<file path="config.mk">
export PLATFORM = sky130hd
export DESIGN_NAME = uart_msg_tx
export DESIGN_NICKNAME = d
export VERILOG_FILES = /design/src/rtl/uart_pkg.sv /design/src/rtl/uart_tx_serializer.sv /design/src/rtl/uart_msg_tx.sv
export SDC_FILE = /design/constraint.sdc
export NUM_CORES = 1
export LEC_CHECK = 0
export CORE_MARGIN = 2
export CORE_UTILIZATION = 30
export CTS_CLUSTER_SIZE = 10
export DETAILED_ROUTE_END_ITERATION = 8
export PLACE_DENSITY = 0.58
export SLEW_MARGIN = 5
export SYNTH_ARGS = -nofsm -noshare
export SYNTH_HDL_FRONTEND = slang
export SYNTH_HIERARCHICAL = 1
export SYNTH_SLANG_ARGS = --single-unit
</file>
<file path="constraint.sdc">
create_clock -name clk_100MHz -period 4.4 [get_ports clk_100MHz]
set_input_delay 0.44 -clock clk_100MHz [delete_from_list [all_inputs] [get_ports clk_100MHz]]
set_output_delay 0.44 -clock clk_100MHz [all_outputs]
set_load 0.005 [all_outputs]
</file>
<file path="src/rtl/uart_pkg.sv">
// Shared UART definitions: frame-engine state encoding and character constants.
package uart_pkg;

    typedef enum logic [1:0] {
        IDLE  = 2'd0,
        START = 2'd1,
        DATA  = 2'd2,
        STOP  = 2'd3
    } uart_state_t;

    localparam logic [7:0] ASCII_CR   = 8'h0D;
    localparam logic [7:0] ASCII_LF   = 8'h0A;
    localparam int         OVERSAMPLE = 16;

endpackage

</file>
<file path="src/rtl/uart_tx_serializer.sv">
// Single-word 8N1 frame engine paced by the 16x baud tick. A start request
// coinciding with frame_done chains the next frame with no idle gap.
module uart_tx_serializer
    import uart_pkg::*;
#(
    parameter int DATA_SIZE = 8,
    parameter int SB_TICKS  = 16
) (
    input  logic                 clk_100MHz,
    input  logic                 reset,
    input  logic                 s_tick,
    input  logic                 start,
    input  logic [DATA_SIZE-1:0] din,
    output logic                 tx,
    output logic                 frame_done
);

    localparam int              BIT_W     = (DATA_SIZE > 1) ? $clog2(DATA_SIZE) : 1;
    localparam logic [3:0]      TICK_LAST = 4'(OVERSAMPLE - 1);
    localparam logic [3:0]      STOP_LAST = 4'(SB_TICKS - 1);
    localparam logic [BIT_W-1:0] BIT_LAST = BIT_W'(DATA_SIZE - 1);

    uart_state_t          state, state_nxt;
    logic [3:0]           tick_cnt, tick_nxt;
    logic [BIT_W-1:0]     bit_cnt, bit_nxt;
    logic [DATA_SIZE-1:0] shift, shift_nxt;

    always_ff @(posedge clk_100MHz or negedge reset) begin
        if (!reset) begin
            state    <= IDLE;
            tick_cnt <= '0;
            bit_cnt  <= '0;
        end else begin
            state    <= state_nxt;
            tick_cnt <= tick_nxt;
            bit_cnt  <= bit_nxt;
        end
    end

    // Data path carries no reset; it is always loaded before it reaches the line.
    always_ff @(posedge clk_100MHz) begin
        shift <= shift_nxt;
    end

    always_comb begin
        state_nxt  = state;
        tick_nxt   = tick_cnt;
        bit_nxt    = bit_cnt;
        shift_nxt  = shift;
        tx         = 1'b1;
        frame_done = 1'b0;
        case (state)
            IDLE: begin
                if (start) begin
                    state_nxt = START;
                    tick_nxt  = '0;
                    shift_nxt = din;
                end
            end
            START: begin
                tx = 1'b0;
                if (s_tick) begin
                    if (tick_cnt == TICK_LAST) begin
                        state_nxt = DATA;
                        tick_nxt  = '0;
                        bit_nxt   = '0;
                    end else begin
                        tick_nxt = tick_cnt + 4'd1;
                    end
                end
            end
            DATA: begin
                tx = shift[0];
                if (s_tick) begin
                    if (tick_cnt == TICK_LAST) begin
                        tick_nxt  = '0;
                        shift_nxt = shift >> 1;
                        if (bit_cnt == BIT_LAST) state_nxt = STOP;
                        else                     bit_nxt   = bit_cnt + BIT_W'(1);
                    end else begin
                        tick_nxt = tick_cnt + 4'd1;
                    end
                end
            end
            STOP: begin
                if (s_tick) begin
                    if (tick_cnt == STOP_LAST) begin
                        frame_done = 1'b1;
                        tick_nxt   = '0;
                        if (start) begin
                            state_nxt = START;
                            shift_nxt = din;
                        end else begin
                            state_nxt = IDLE;
                        end
                    end else begin
                        tick_nxt = tick_cnt + 4'd1;
                    end
                end
            end
            default: state_nxt = IDLE;
        endcase
    end

endmodule

</file>
<file path="src/rtl/uart_msg_tx.sv">
// Multi-word message transmitter: latches msg_in on send and streams word 0
// first as back-to-back 8N1 frames. Define UART_TX_CRLF_EN to append CR, LF.
module uart_msg_tx
    import uart_pkg::*;
#(
    parameter int DATA_SIZE = 8,
    parameter int MSG_BYTES = 8,
    parameter int SB_TICKS  = 16
) (
    input  logic                           clk_100MHz,
    input  logic                           reset,
    input  logic                           s_tick,
    input  logic                           send,
    input  logic [DATA_SIZE*MSG_BYTES-1:0] msg_in,
    output logic                           busy,
    output logic                           done,
    output logic                           tx
);

    localparam int MSG_W = DATA_SIZE * MSG_BYTES;
`ifdef UART_TX_CRLF_EN
    localparam int TOTAL_WORDS = MSG_BYTES + 2;
`else
    localparam int TOTAL_WORDS = MSG_BYTES;
`endif
    localparam int              CNT_W     = $clog2(TOTAL_WORDS + 1);
    localparam logic [CNT_W-1:0] LAST_WORD = CNT_W'(TOTAL_WORDS - 1);

    logic [MSG_W-1:0]     msg_reg;
    logic [CNT_W-1:0]     byte_cnt, next_idx;
    logic [DATA_SIZE-1:0] next_word, ser_din;
    logic                 accept, last_frame, frame_done, ser_start;

    assign accept     = send & ~busy;
    assign last_frame = (byte_cnt == LAST_WORD);
    assign next_idx   = byte_cnt + CNT_W'(1);
    assign ser_start  = accept | (frame_done & ~last_frame);
    // The first word bypasses msg_reg so the start bit begins on the accepting edge.
    assign ser_din    = busy ? next_word : msg_in[MSG_W-1 -: DATA_SIZE];

    always_comb begin
        next_word = '0;
        for (int i = 0; i < MSG_BYTES; i++) begin
            if (next_idx == CNT_W'(i)) next_word = msg_reg[(MSG_BYTES-1-i)*DATA_SIZE +: DATA_SIZE];
        end
`ifdef UART_TX_CRLF_EN
        if (next_idx == CNT_W'(MSG_BYTES))     next_word = DATA_SIZE'(ASCII_CR);
        if (next_idx == CNT_W'(MSG_BYTES + 1)) next_word = DATA_SIZE'(ASCII_LF);
`endif
    end

    always_ff @(posedge clk_100MHz or negedge reset) begin
        if (!reset) begin
            busy     <= 1'b0;
            done     <= 1'b0;
            byte_cnt <= '0;
        end else begin
            done <= 1'b0;
            if (accept) begin
                busy     <= 1'b1;
                byte_cnt <= '0;
            end else if (frame_done) begin
                if (last_frame) begin
                    busy <= 1'b0;
                    done <= 1'b1;
                end else begin
                    byte_cnt <= next_idx;
                end
            end
        end
    end

    always_ff @(posedge clk_100MHz) begin
        if (accept) msg_reg <= msg_in;
    end

    uart_tx_serializer #(
        .DATA_SIZE (DATA_SIZE),
        .SB_TICKS  (SB_TICKS)
    ) u_serializer (
        .clk_100MHz (clk_100MHz),
        .reset      (reset),
        .s_tick     (s_tick),
        .start      (ser_start),
        .din        (ser_din),
        .tx         (tx),
        .frame_done (frame_done)
    );

endmodule

</file>
==> impl_metrics.tcl, run 1 <==
set metrics [dict create \
    critPathMaxStageDelay_ns 0.56 \
    skew_ns 0.00600 \
    post-route-period-util_pct 69.4 \
    route.top_layer_used "met4" \
    synth_warnings 6 \
    route.met2.wl_mm 4.49 \
    coreArea_um2 13700 \
    postCtsResizedCells 0 \
    gp_congestion 0.781 \
    syn_area_um2 4180 \
    die_area_um2 14900 \
    maxSlewHeadroom_pct 45.1 \
    io-pin-count 71 \
    root_buffer "clkbuf_16" \
    ys.flop_type "edfxtp_1" \
    drive_above_1_share_pct 8.02 \
    drv_slew 0 \
    syn_avg_cell_area_um2 12.7 \
    status "finished, final reports clean" \
    rsz0062_at_grt "false" \
    required_ns 4.62 \
    synth_top_area_share_pct 51.7 \
    cap_violations 0 \
    async_flop_share_pct 17.2 \
    htree_levels 3 \
    period_minus_slack_ns 3.05 \
    hold_path_class "input pin to async pin" \
    crit_family "simple AND/OR/NAND/NOR gates" \
    grt_max_degree 38 \
    clk_pin_slew_worst_paths_ns 0.06 \
    synth-seq-cells 87 \
    area_delta_synth_final_pct 28.0 \
    synth_area_leaders "edfxtp_1 (52%), dfrtp_1 (9.0%), ha_1 (4.5%)" \
    p_per_area_nw_per_um2 495 \
    diodes 0 \
    cp-end-kind "flop" \
    io_buffers 70 \
    ant_nets 0 \
    ir_worst_vdd_v 0.000235 \
    clk-insertion-delay-late_ns 0.34 \
    nets 477 \
    antenna_found_initial 0 \
    yosysTopAreaCell "edfxtp_1" \
    power_mw 2.65 \
    via_count 2885 \
    drt_iter0_markers 204 \
    crit_top_cell "and3_1" \
    place_hpwl_mm 6.74 \
    firstDrtPassIters 5 \
    hold_viol 0 \
    cp.arrival_ns 3.27 \
    die_w_um 122 \
    cts_tree "yes" \
    netlist-cell-type-count 58 \
    wl_met3_um 616 \
    crit_buf_inv 0 \
    wl_per_cell_um 16.3 \
    wirelength_mm 9.43 \
    cp_max_fo 7 \
    p_leak_nw 1.88 \
    tightest_slew_ns 0.823 \
    clock.fmax_mhz 328 \
    layoutNonFillerInstCount 579 \
    cp_slowest_cell "or4_4" \
    initial_utilization_pct 30.5 \
    cts_buffers 9 \
    tns_ns 0 \
    synthCells 329 \
    start_kind "flop" \
    fp-row-count 43 \
    grt.total_usage_pct 13.4 \
    wirelength_met1_mm 4.19 \
    post-route-util_pct 39.0 \
    grt_pass1_wl_mm 15.0 \
    place_inst 563 \
    vias_per_cell 4.98 \
    grt_overflow 0 \
    crit_path_cell_trace "ha_1, and3_1, and3_1, o21ai_0, nand2_1, nor2b_1, or4_4, nor2_4, mux2_1" \
    setup_viol 0 \
    drc_errors 0 \
    ys_seq_area_share_pct 60.7 \
    worstSetupPathType "flop to flop" \
    dieHeight_um 122 \
    clock_sinks 87 \
    cts_hold_buf 0 \
    post-cts-setup-buffers 0 \
    synth-edff-count 72 \
    largest_reg_flops 64 \
    syn-num-nets 412 \
    grt_pass1_vias 2888 \
    clockBufferDepth 2 \
]
==> stage by stage <==
stage / hold WS [ns] / cell area (um2) / setup WS (ns)
global placement: 0.505 / 5030 / 1.27
CTS: 0.527 / 5350 / 1.34
detailed placement: 0.512 / 5030 / 1.15
finish: 0.522 / 5350 / 1.35
floorplan: 0.144 / 4180 / 1.68
global route: 0.572 / 5350 / 1.12
==> per-layer routing <==
metal	track usage, %	vias to the layer above
li1	-	1398
met1	17.0	1382
met2	21.3	97
met3	4.68	8
met4	4.17	0
met5	0	-
==> cells in the mapped netlist (2+ instances only) <==
cell      number
and3b_1        2
mux2i_1        5
ha_1          15
clkbuf_1      13
dfrtp_1       15
and2_1         3
nand2_1       25
o21ai_1        6
nor2b_1       20
and2_0         3
buf_6          3
or3_2          2
and3_1         2
o21ai_0        8
nand3_1        4
a21oi_1        5
edfxtp_1      72
nor2_1        11
o21a_1         8
a32oi_1        2
a221oi_1       8
o22ai_1        9
a22o_1         6
inv_1         11
a221o_1       15
a31oi_1        7
nor3_1        18
==> cells in the final DEF (no fill, tap or decap), types with 2 or more instances in the layout <==
cell type | Yosys | routed
edfxtp_1 | 72 | 72
clkdlybuf4s50_1 | 0 | 70
nand2_1 | 25 | 25
nor2b_1 | 20 | 20
nor3_1 | 18 | 18
a221o_1 | 15 | 15
ha_1 | 15 | 15
dfrtp_1 | 15 | 15
nor2_1 | 11 | 11
inv_1 | 11 | 10
o22ai_1 | 9 | 9
clkbuf_16 | 0 | 9
o21a_1 | 8 | 8
o21ai_0 | 8 | 8
a221oi_1 | 8 | 8
a31oi_1 | 7 | 7
o21ai_1 | 6 | 6
a22o_1 | 6 | 6
a21oi_1 | 5 | 5
mux2i_1 | 5 | 5
nand3_1 | 4 | 4
and2_1 | 3 | 3
and2_0 | 3 | 3
and3b_1 | 2 | 2
inv_2 | 1 | 2
or3_2 | 2 | 2
bufinv_16 | 0 | 2
buf_4 | 1 | 2
and3_1 | 2 | 2
a32oi_1 | 2 | 2
==> final cells by class <==
type,instances,area [um2]
fill,1327,8370
timing repair buffer,72,716
tap,180,225
multi-input combinational,212,1500
sequential,87,2540
clock inverter,6,92.6
inverter,12,45.0
clock buffer,10,229
==> worst paths after layout <==
| kind | start | end | slack [ns] | cells past startpoint |
|---|---|---|---|---|
| worst max-delay path | u_serializer/tick_cnt[0] | u_serializer/state[1] | 1.35 | 9 |
| max in group asynchronous | reset | u_serializer/bit_cnt[2] | 3.43 | 1 |
| worst max register to register | u_serializer/tick_cnt[0] | u_serializer/state[1] | 1.35 | 9 |
| worst min-delay path | reset | done | 0.52 | 1 |
| min in group clk_100MHz | u_serializer/bit_cnt[2] | u_serializer/bit_cnt[2] | 0.53 | 2 |
| worst min register to register | u_serializer/bit_cnt[2] | u_serializer/bit_cnt[2] | 0.53 | 2 |
==> where the power goes <==
part / internal (mW) / total [mW] / switching [mW]
combinational: 0.376 / 0.789 / 0.414
clock: 0.503 / 0.822 / 0.319
sequential: 0.969 / 1.04 / 0.0696
total: 1.85 / 2.65 / 0.802
==> kinds of logic (layout without fill, tap and decap cells) <==
group	after synthesis	in the layout	synth area share, %
AO/OA/AOI/OAI	85	85	16.0
XOR/XNOR	2	2	0.419
adder cells (fa/ha/maj)	15	15	4.49
buffers and inverters	30	100	3.32
flip-flops	87	87	60.7
multiplexers	7	7	1.74
AND/OR/NAND/NOR	103	103	13.4
(Power assumes the default switching activity.)
==> run 2, diff against run 1 <==
clock period = 3 ns   (was 4.4 ns; I/O delays follow)
==> impl_metrics.tcl, run 2 (synthesized netlist as in run 1, its figures left out) <==
set metrics [dict create \
    clk_pin_slew_worst_paths_ns 0.06 \
    vias_per_cell 4.92 \
    io-pin-count 71 \
    htree_levels 3 \
    p_leak_nw 1.90 \
    diodes 0 \
    clock_sinks 87 \
    sw_frac_of_total_pct 31.6 \
    cts_tree "yes" \
    skew_ns 0.00695 \
    hold_viol 0 \
    drv_slew 0 \
    drt_iter0_markers 221 \
    io_buffers 70 \
    timing.critical_path.from "byte_cnt[0]" \
    tightest_slew_ns 0.738 \
    p_comb_share_pct 31.9 \
    p_switching_mw 1.18 \
    maxSlewHeadroom_pct 50.6 \
    grt_overflow 0 \
    rsz0062_at_grt "false" \
    cts_hold_buf 0 \
    fp-row-count 43 \
    p_per_area_nw_per_um2 695 \
    gp_congestion 0.832 \
    crit_path_cell_trace "inv_1, ha_1, inv_1, nor2_1, a221oi_1, nor3_1, a221o_1, mux2i_1, nor2_1" \
    dieHeight_um 122 \
    ir_worst_vdd_v 0.000340 \
    place_hpwl_mm 6.90 \
    firstDrtPassIters 4 \
    hold_path_class "input pin to async pin" \
    post-route-period-util_pct 93.3 \
    root_buffer "clkbuf_16" \
    r2r-start "byte_cnt[0]" \
    stdcell_area_um2 5370 \
    clockBufferDepth 2 \
    p_clk_share_pct 27.2 \
    clk-insertion-delay-late_ns 0.34 \
    critPathMaxStageDelay_ns 0.51 \
    die_area_um2 14900 \
    status "finished, final reports clean" \
    largest_reg_flops 64 \
    setup_viol 0 \
    place_area_um2 5090 \
    grt_pass1_wl_mm 15.0 \
    ant_nets 0 \
    tns_ns 0 \
    worstSetupPathType "flop to flop" \
    antenna_found_initial 0 \
    layout_commonest_cell "edfxtp_1" \
    p_int_mw 2.55 \
    post-cts-setup-buffers 0 \
    drive_above_1_share_pct 10.3 \
    initial_utilization_pct 30.5 \
    via_count 2892 \
    die_w_um 122 \
    cp_max_fo 14 \
    nets 486 \
    wl_per_cell_um 15.9 \
    postCtsResizedCells 0 \
    clock.fmax_mhz 357 \
    cp-end-kind "flop" \
    period_minus_slack_ns 2.80 \
    cp.arrival_ns 2.89 \
    fillers 1320 \
    coreArea_um2 13700 \
    cap_violations 0 \
    final_cell_mix "edfxtp_1 (72), clkdlybuf4s50_1 (70), nand2_1 (25), nor2b_1 (20), nor3_1 (18)" \
    area_delta_synth_final_pct 28.4 \
    wirelength_mm 9.35 \
    grt_max_degree 29 \
    power_mw 3.73 \
    grt.total_usage_pct 13.3 \
    drc_errors 0 \
    grt_pass1_vias 3024 \
    p_seq_share_pct 40.9 \
    cp_slowest_cell "dfrtp_1" \
    cts_buffers 9 \
    required_ns 3.09 \
    start_kind "flop" \
]
-- run 2: cell types whose count changed in the layout (fill, tap and decap cells not counted), sizes merged --
cell	previous run	this run
buf	2	11
bufinv	2	0
clkinv	2	5
inv	14	13
-- run 2: final cells by class --
type | count | area, um2 | area share, %
clock buffer | 10 | 229 | 4.26
clock inverter | 6 | 45.0 | 0.839
inverter | 12 | 45.0 | 0.839
multi-input combinational | 212 | 1500 | 28.0
sequential | 87 | 2540 | 47.3
tap | 180 | 225 | 4.19
timing repair buffer | 81 | 783 | 14.6
-- run 2: per-stage QoR --
stage                     setup WS [ns]  util (%)  cells  hold slack (ns)
after floorplan                   0.279         -    329          0.00441
after global placement            0.274      37.1    572            0.507
after detailed placement          0.233      37.1    572            0.510
after CTS                         0.222      39.1    588            0.417
after global routing             0.0452      39.1    588            0.463
final                             0.201      39.1    588            0.401
-- run 2: power by group through the flow --
stage / sequential, mW / combinational (mW) / clock (mW)
after detailed placement: 1.55 / 1.19 / 0
after floorplan: 1.52 / 0.845 / 0
after CTS: 1.53 / 1.20 / 1.05
after global placement: 1.54 / 1.17 / 0
final: 1.53 / 1.19 / 1.02
after global routing: 1.54 / 1.33 / 1.10
-- run 2: final timing paths --
check	slack [ns]	depth (start not counted)	end
setup reg to reg	0.20	9	u_serializer/shift[7]
min in group clk_100MHz	0.51	1	msg_reg[53]
hold / removal	0.40	1	busy
max in group asynchronous	2.13	1	u_serializer/bit_cnt[2]
setup / recovery	0.20	9	u_serializer/shift[7]
hold reg to reg	0.53	2	u_serializer/bit_cnt[1]
-- run 2: critical path, delay by kind of cell (launching register included) --
family	cells	cell delay (ns)
compound gates	2	0.72
flops	1	0.51
simple gates	3	0.41
mux	1	0.13
buf+inv	2	0.52
fa+ha+maj	1	0.25
-- run 2: per-layer routing --
metal,global-route usage (%),share of wire [%]
met1,17.2,45
met3,3.28,5.2
met2,21.8,48
met4,4.24,1.3
met5,0,0
==> run 3, diff against run 2 <==
CTS_CLUSTER_DIAMETER = 120   (was unset)
GPL_ROUTABILITY_DRIVEN = 0   (was unset)
==> results of run 3 <==
No change in the layout: final DEF, timing and power equal those of run 2.
